--- src/rtl/fastmem_dsack.sv ---
// 68020 DSACK terminator for fast RAM (32-bit port) and autoconfig (8-bit port) cycles.
// Optional refresh starvation monitor enabled by defining FASTMEM_REFRESH_MON_EN.
module fastmem_dsack #(
    parameter int unsigned RAM_WAIT    = 2,
    parameter int unsigned WR_WAIT     = 1,
    parameter int unsigned Z2_WAIT     = 2,
    parameter int unsigned WAIT_W      = 3,
    parameter int unsigned REFRESH_MAX = 390,
    parameter int unsigned REF_W       = 9
) (
    input  logic       CLKCPU,
    input  logic       RESET,
    input  logic       AS20,
    input  logic       RW20,
    input  logic       RAM_ACCESS,
    input  logic       Z2_ACCESS,
    output logic [1:0] DSACK,
    output logic       BUSY,
    output logic       REFRESH_LATE
);

    typedef enum logic [1:0] {S_IDLE, S_WAIT, S_ACK} state_t;

    if (RAM_WAIT >= (2 ** WAIT_W) || WR_WAIT >= (2 ** WAIT_W) || Z2_WAIT >= (2 ** WAIT_W)) begin : g_bad_wait
        $error("wait value does not fit WAIT_W");
    end
    if (REFRESH_MAX >= (2 ** REF_W)) begin : g_bad_ref
        $error("REFRESH_MAX does not fit REF_W");
    end

    state_t            r_state, w_state_nxt;
    logic [WAIT_W-1:0] r_cnt, w_cnt_nxt;
    logic              r_size32, w_size32_nxt;
    logic [1:0]        r_dsack, w_dsack_nxt;

    always_ff @(posedge CLKCPU) begin
        if (RESET) begin
            r_state  <= S_IDLE;
            r_cnt    <= '0;
            r_size32 <= 1'b0;
            r_dsack  <= '1;
        end else begin
            r_state  <= w_state_nxt;
            r_cnt    <= w_cnt_nxt;
            r_size32 <= w_size32_nxt;
            r_dsack  <= w_dsack_nxt;
        end
    end

    always_comb begin
        w_state_nxt  = r_state;
        w_cnt_nxt    = r_cnt;
        w_size32_nxt = r_size32;
        case (r_state)
            S_IDLE: begin
                if (!AS20) begin
                    // RAM select takes priority over autoconfig when both are low
                    if (!RAM_ACCESS) begin
                        w_cnt_nxt    = RW20 ? WAIT_W'(RAM_WAIT) : WAIT_W'(WR_WAIT);
                        w_size32_nxt = 1'b1;
                        w_state_nxt  = S_WAIT;
                    end else if (!Z2_ACCESS) begin
                        w_cnt_nxt    = WAIT_W'(Z2_WAIT);
                        w_size32_nxt = 1'b0;
                        w_state_nxt  = S_WAIT;
                    end
                end
            end
            S_WAIT: begin
                if (AS20)
                    w_state_nxt = S_IDLE;
                else if (r_cnt == '0)
                    w_state_nxt = S_ACK;
                else
                    w_cnt_nxt = r_cnt - WAIT_W'(1);
            end
            S_ACK: begin
                if (AS20)
                    w_state_nxt = S_IDLE;
            end
            default: w_state_nxt = S_IDLE;
        endcase
    end

    always_comb begin
        w_dsack_nxt = 2'b11;
        if (w_state_nxt == S_ACK)
            w_dsack_nxt = r_size32 ? 2'b00 : 2'b10;
        BUSY  = (r_state != S_IDLE);
        DSACK = r_dsack;
    end

`ifdef FASTMEM_REFRESH_MON_EN
    localparam logic [REF_W-1:0] REF_LIMIT = REF_W'(REFRESH_MAX);

    logic [REF_W-1:0] r_ref_cnt, w_ref_nxt;
    logic             r_late;

    // A read outside fast RAM leaves the DRAM idle for a CBR refresh
    always_comb begin
        w_ref_nxt = r_ref_cnt;
        if (!AS20 && RW20 && RAM_ACCESS)
            w_ref_nxt = '0;
        else if (r_ref_cnt != REF_LIMIT)
            w_ref_nxt = r_ref_cnt + REF_W'(1);
    end

    always_ff @(posedge CLKCPU) begin
        if (RESET) begin
            r_ref_cnt <= '0;
            r_late    <= 1'b0;
        end else begin
            r_ref_cnt <= w_ref_nxt;
            r_late    <= (w_ref_nxt == REF_LIMIT);
        end
    end

    assign REFRESH_LATE = r_late;
`else
    assign REFRESH_LATE = 1'b0;
`endif

endmodule

--- config.mk ---
export PLATFORM = sky130hd
export DESIGN_NAME = fastmem_dsack
export DESIGN_NICKNAME = d
export VERILOG_FILES = /design/src/rtl/fastmem_dsack.sv
export SDC_FILE = /design/constraint.sdc
export NUM_CORES = 1
export LEC_CHECK = 0
export CORE_AREA = 3 3 40 42
export DETAILED_ROUTE_END_ITERATION = 10
export DIE_AREA = 0 0 43 45
export RECOVER_POWER = 25
export SYNTH_ARGS = -nofsm -noshare
export SYNTH_HDL_FRONTEND = slang
export SYNTH_SLANG_ARGS = --single-unit
export TNS_END_PERCENT = 20
--- constraint.sdc ---
create_clock -name CLKCPU -period 1.6 [get_ports CLKCPU]
set_input_delay 0.24 -clock CLKCPU [delete_from_list [all_inputs] [get_ports CLKCPU]]
set_output_delay 0.24 -clock CLKCPU [all_outputs]
set_load 0.01 [all_outputs]
==> summary.txt, run 1 <==
Run status
  – Run status: complete, no violations

Setup path
  – Kind of critical path: reg2out
  – Worst path required time: 1.36 ns
  – Crit. End Element: primary output
  – Worst Path Max Fanout: 1
  – Critical-path cell list: dlygate4sd3_1
  – Worst EP arrival: 1.14 ns
  – Family with the most delay on the worst path: buffers and inverters
  – WP buf/inv: 1
  – Reg2reg setup slack: 0.29 ns
  – CP max stage delay: 0.59 ns
  – CP Launch Type: register
  – Slowest cell on crit path: dlygate4sd3_1

GRT
  – Grt total ovfl: 0
  – First-pass GRT wire length: 1270 µm
  – Vias in the first global route: 308
  – Initial antenna violation count: 0
  – Largest net degree at the start of global routing: 8
  – Total track usage: 9.35%

Floorplanning
  – Initial Util: 33.3%
  – Full die area: 1940 µm²
  – FP Rows: 13
  – Core area: 1280 µm²
  – Ports: 10
  – Chip width: 43 µm
  – Die height: 45 µm

Power and ir drop
  – Sw frac: 26.7%
  – Seq pwr share: 44.5%
  – Switching power total: 0.000130 W
  – Int Power: 0.000357 W
  – LEAKAGE: 0.223 nW
  – Gate power share: 23.4%
  – PD cells: 831 nW/µm²
  – Clock power frac: 32.0%
  – Max IR drop VDD: 0.549 mV

Place
  – Routability cong.: 0.732
  – PortBufs: 8
  – DP HPWL: 672 µm

STA
  – Final setup TNS: 0 ns
  – RSZ-0062 raised after global routing: no
  – FMAX: 726 MHz
  – Final setup violation count: 0
  – Period minus WS final: 1.38 ns
  – Slew Viols, Final: 0
  – Clock Skews: 0.0114 ns
  – Tcrit/Tclk final: 86.1%
  – Final hold violation count: 0

Finish
  – Fin nets: 67
  – Commonest non-fill, non-tap cells in the layout: 8 x dfxtp_1, 6 x clkdlybuf4s50_1, 6 x buf_4
  – Footprint of the multi-input gates: 245 µm²
  – Fill cells: 125
  – Commonest non-fill, non-tap cell in the layout: dfxtp_1
  – Ant. Diodes: 0
  – Util after Layout: 45.7%
  – Register area: 160 µm²
  – Layout cell share with drive strength beyond 1: 26.3%
  – Area growth syn-to-layout: 37.1%

Synthesis
  – Number of synthesized flops with an enable pin: 0
  – Syn Nets: 49
  – Register area share after synthesis: 37.4%
  – Post-Synthesis Cells: 41
  – Mapped Area: 428 µm²
  – Synthesis Warnings: 0
  – Synth unique cells: 22
  – Post-synth ARST share: 0%
  – Mean Syn Cell Area: 10.4 µm²
  – Register bit count reported by yosys: 8
  – Prevailing post-synth register cell: dfxtp_1

Routing
  – DR WL met2: 402 µm
  – Drt via density: 4.79
  – Drt total wl: 840 µm
  – Initial DRC count: 4
  – Antenna-violating nets left: 0
  – Metal3 WL: 50 µm
  – Remaining DRCs: 0
  – Highest Signal Layer: met3
  – Routed len/inst: 11.7 µm
  – TritonRoute pass-1 iters: 4
  – Total number of vias: 345
  – Metal-1 WL: 387 µm

CTS
  – CTS tree: built
  – Clock Latency Late Sink: 0.26 ns
  – Deepest clock path buffer count: 2
  – Setup Fix Bufs, Post-CTS: 0
  – Clock root buffer master: clkbuf_4
  – Clock transition at path regs: 0.06 ns
  – CTS sink cnt: 8
  – Htree depth: 1
  – Num CTS Buffers: 3

Job
  – Max-Cap Viols: 0

Worst hold path
  – Worst min-delay path class: reg2reg
through the flow:
step	power (W)	cell area, µm²	hold WS (ns)	std cells	worst slack (ns)
2_1_floorplan	0.000288	428	0.305	41	0.451
3_3_place_gp	0.000335	564	0.373	69	0.0278
3_5_place_dp	0.000337	564	0.374	69	0.0169
4_1_cts	0.000493	587	0.387	72	0.0370
5_1_grt	0.000512	587	0.400	72	0.170
6_report	0.000487	587	0.387	72	0.222
cell type report:
cell class / count / area share [%]
clock buffer: 3 / 3.84
inverter: 4 / 2.56
multi-input combinational: 28 / 41.8
sequential: 8 / 27.3
tap: 15 / 3.20
timing repair buffer: 14 / 21.3
cells in the mapped netlist, types with 2 or more instances:
cell,n,area share [%]
dfxtp_1,8,37
a211oi_1,5,8.8
inv_1,4,3.5
ha_1,2,5.8
mux2i_1,2,4.7
nand2_1,2,1.8
nand2b_1,2,2.9
nor2_1,2,1.8
flip-flops by register name, summed over array words and instances, names as in the netlist:
register,count
r_state,2
r_cnt,3
DSACK,2
r_size32,1
metal layers:
metal	vias up	track usage, %
li1	181	-
met1	158	9.95
met2	6	14.7
met3	0	7.57
met4	0	1.81
met5	-	0
power groups by stage:
| stage | Clock, W | Sequential (W) | Combinational [W] |
|---|---|---|---|
| final | 0.000156 | 0.000217 | 0.000114 |
| after global routing | 0.000168 | 0.000218 | 0.000126 |
| after CTS | 0.000159 | 0.000217 | 0.000117 |
| after detailed placement | 0 | 0.000221 | 0.000116 |
| after global placement | 0 | 0.000221 | 0.000114 |
| after floorplan | 0 | 0.000225 | 0.0000630 |
final timing paths:
path	cells after the start	endpoint	start
max	1	DSACK[0]	DSACK[0]
min	1	DSACK[1]	r_size32
max reg2reg	5	DSACK[1]	r_cnt[0]
min reg2reg	1	DSACK[1]	r_size32
repair_timing:
action                                  in CTS  in global routing
endpoints found under the setup margin       0                  1
gates resized for setup                      0                  1
hold buffers                                 0                  0
kinds of logic (layout without fill, tap and decap cells):
| logic type | count (synthesis) | in the layout | synth area share (%) |
|---|---|---|---|
| multiplexers | 2 | 2 | 4.68 |
| flip-flops | 8 | 8 | 37.4 |
| buffers and inverters | 5 | 21 | 5.26 |
| AO/OA/AOI/OAI | 11 | 11 | 25.7 |
| other | 1 | 1 | 0.876 |
| AND/OR/NAND/NOR | 12 | 12 | 20.2 |
| adder cells (fa/ha/maj) | 2 | 2 | 5.85 |
Power figures use the tool's default switching activity.
==> run 2, diff against run 1 <==
--- a/config.mk
+++ b/config.mk
@@ -5,6 +5,7 @@
 export SDC_FILE = /design/constraint.sdc
 export NUM_CORES = 1
 export LEC_CHECK = 0
+export CAP_MARGIN = 10
 export CORE_AREA = 3 3 40 42
 export DETAILED_ROUTE_END_ITERATION = 10
 export DIE_AREA = 0 0 43 45
@@ -12,4 +13,4 @@
 export SYNTH_ARGS = -nofsm -noshare
 export SYNTH_HDL_FRONTEND = slang
 export SYNTH_SLANG_ARGS = --single-unit
-export TNS_END_PERCENT = 20
+export TNS_END_PERCENT = 30
==> results of run 2 <==
Same layout as run 1: the final DEF is identical, and so are final timing and power.
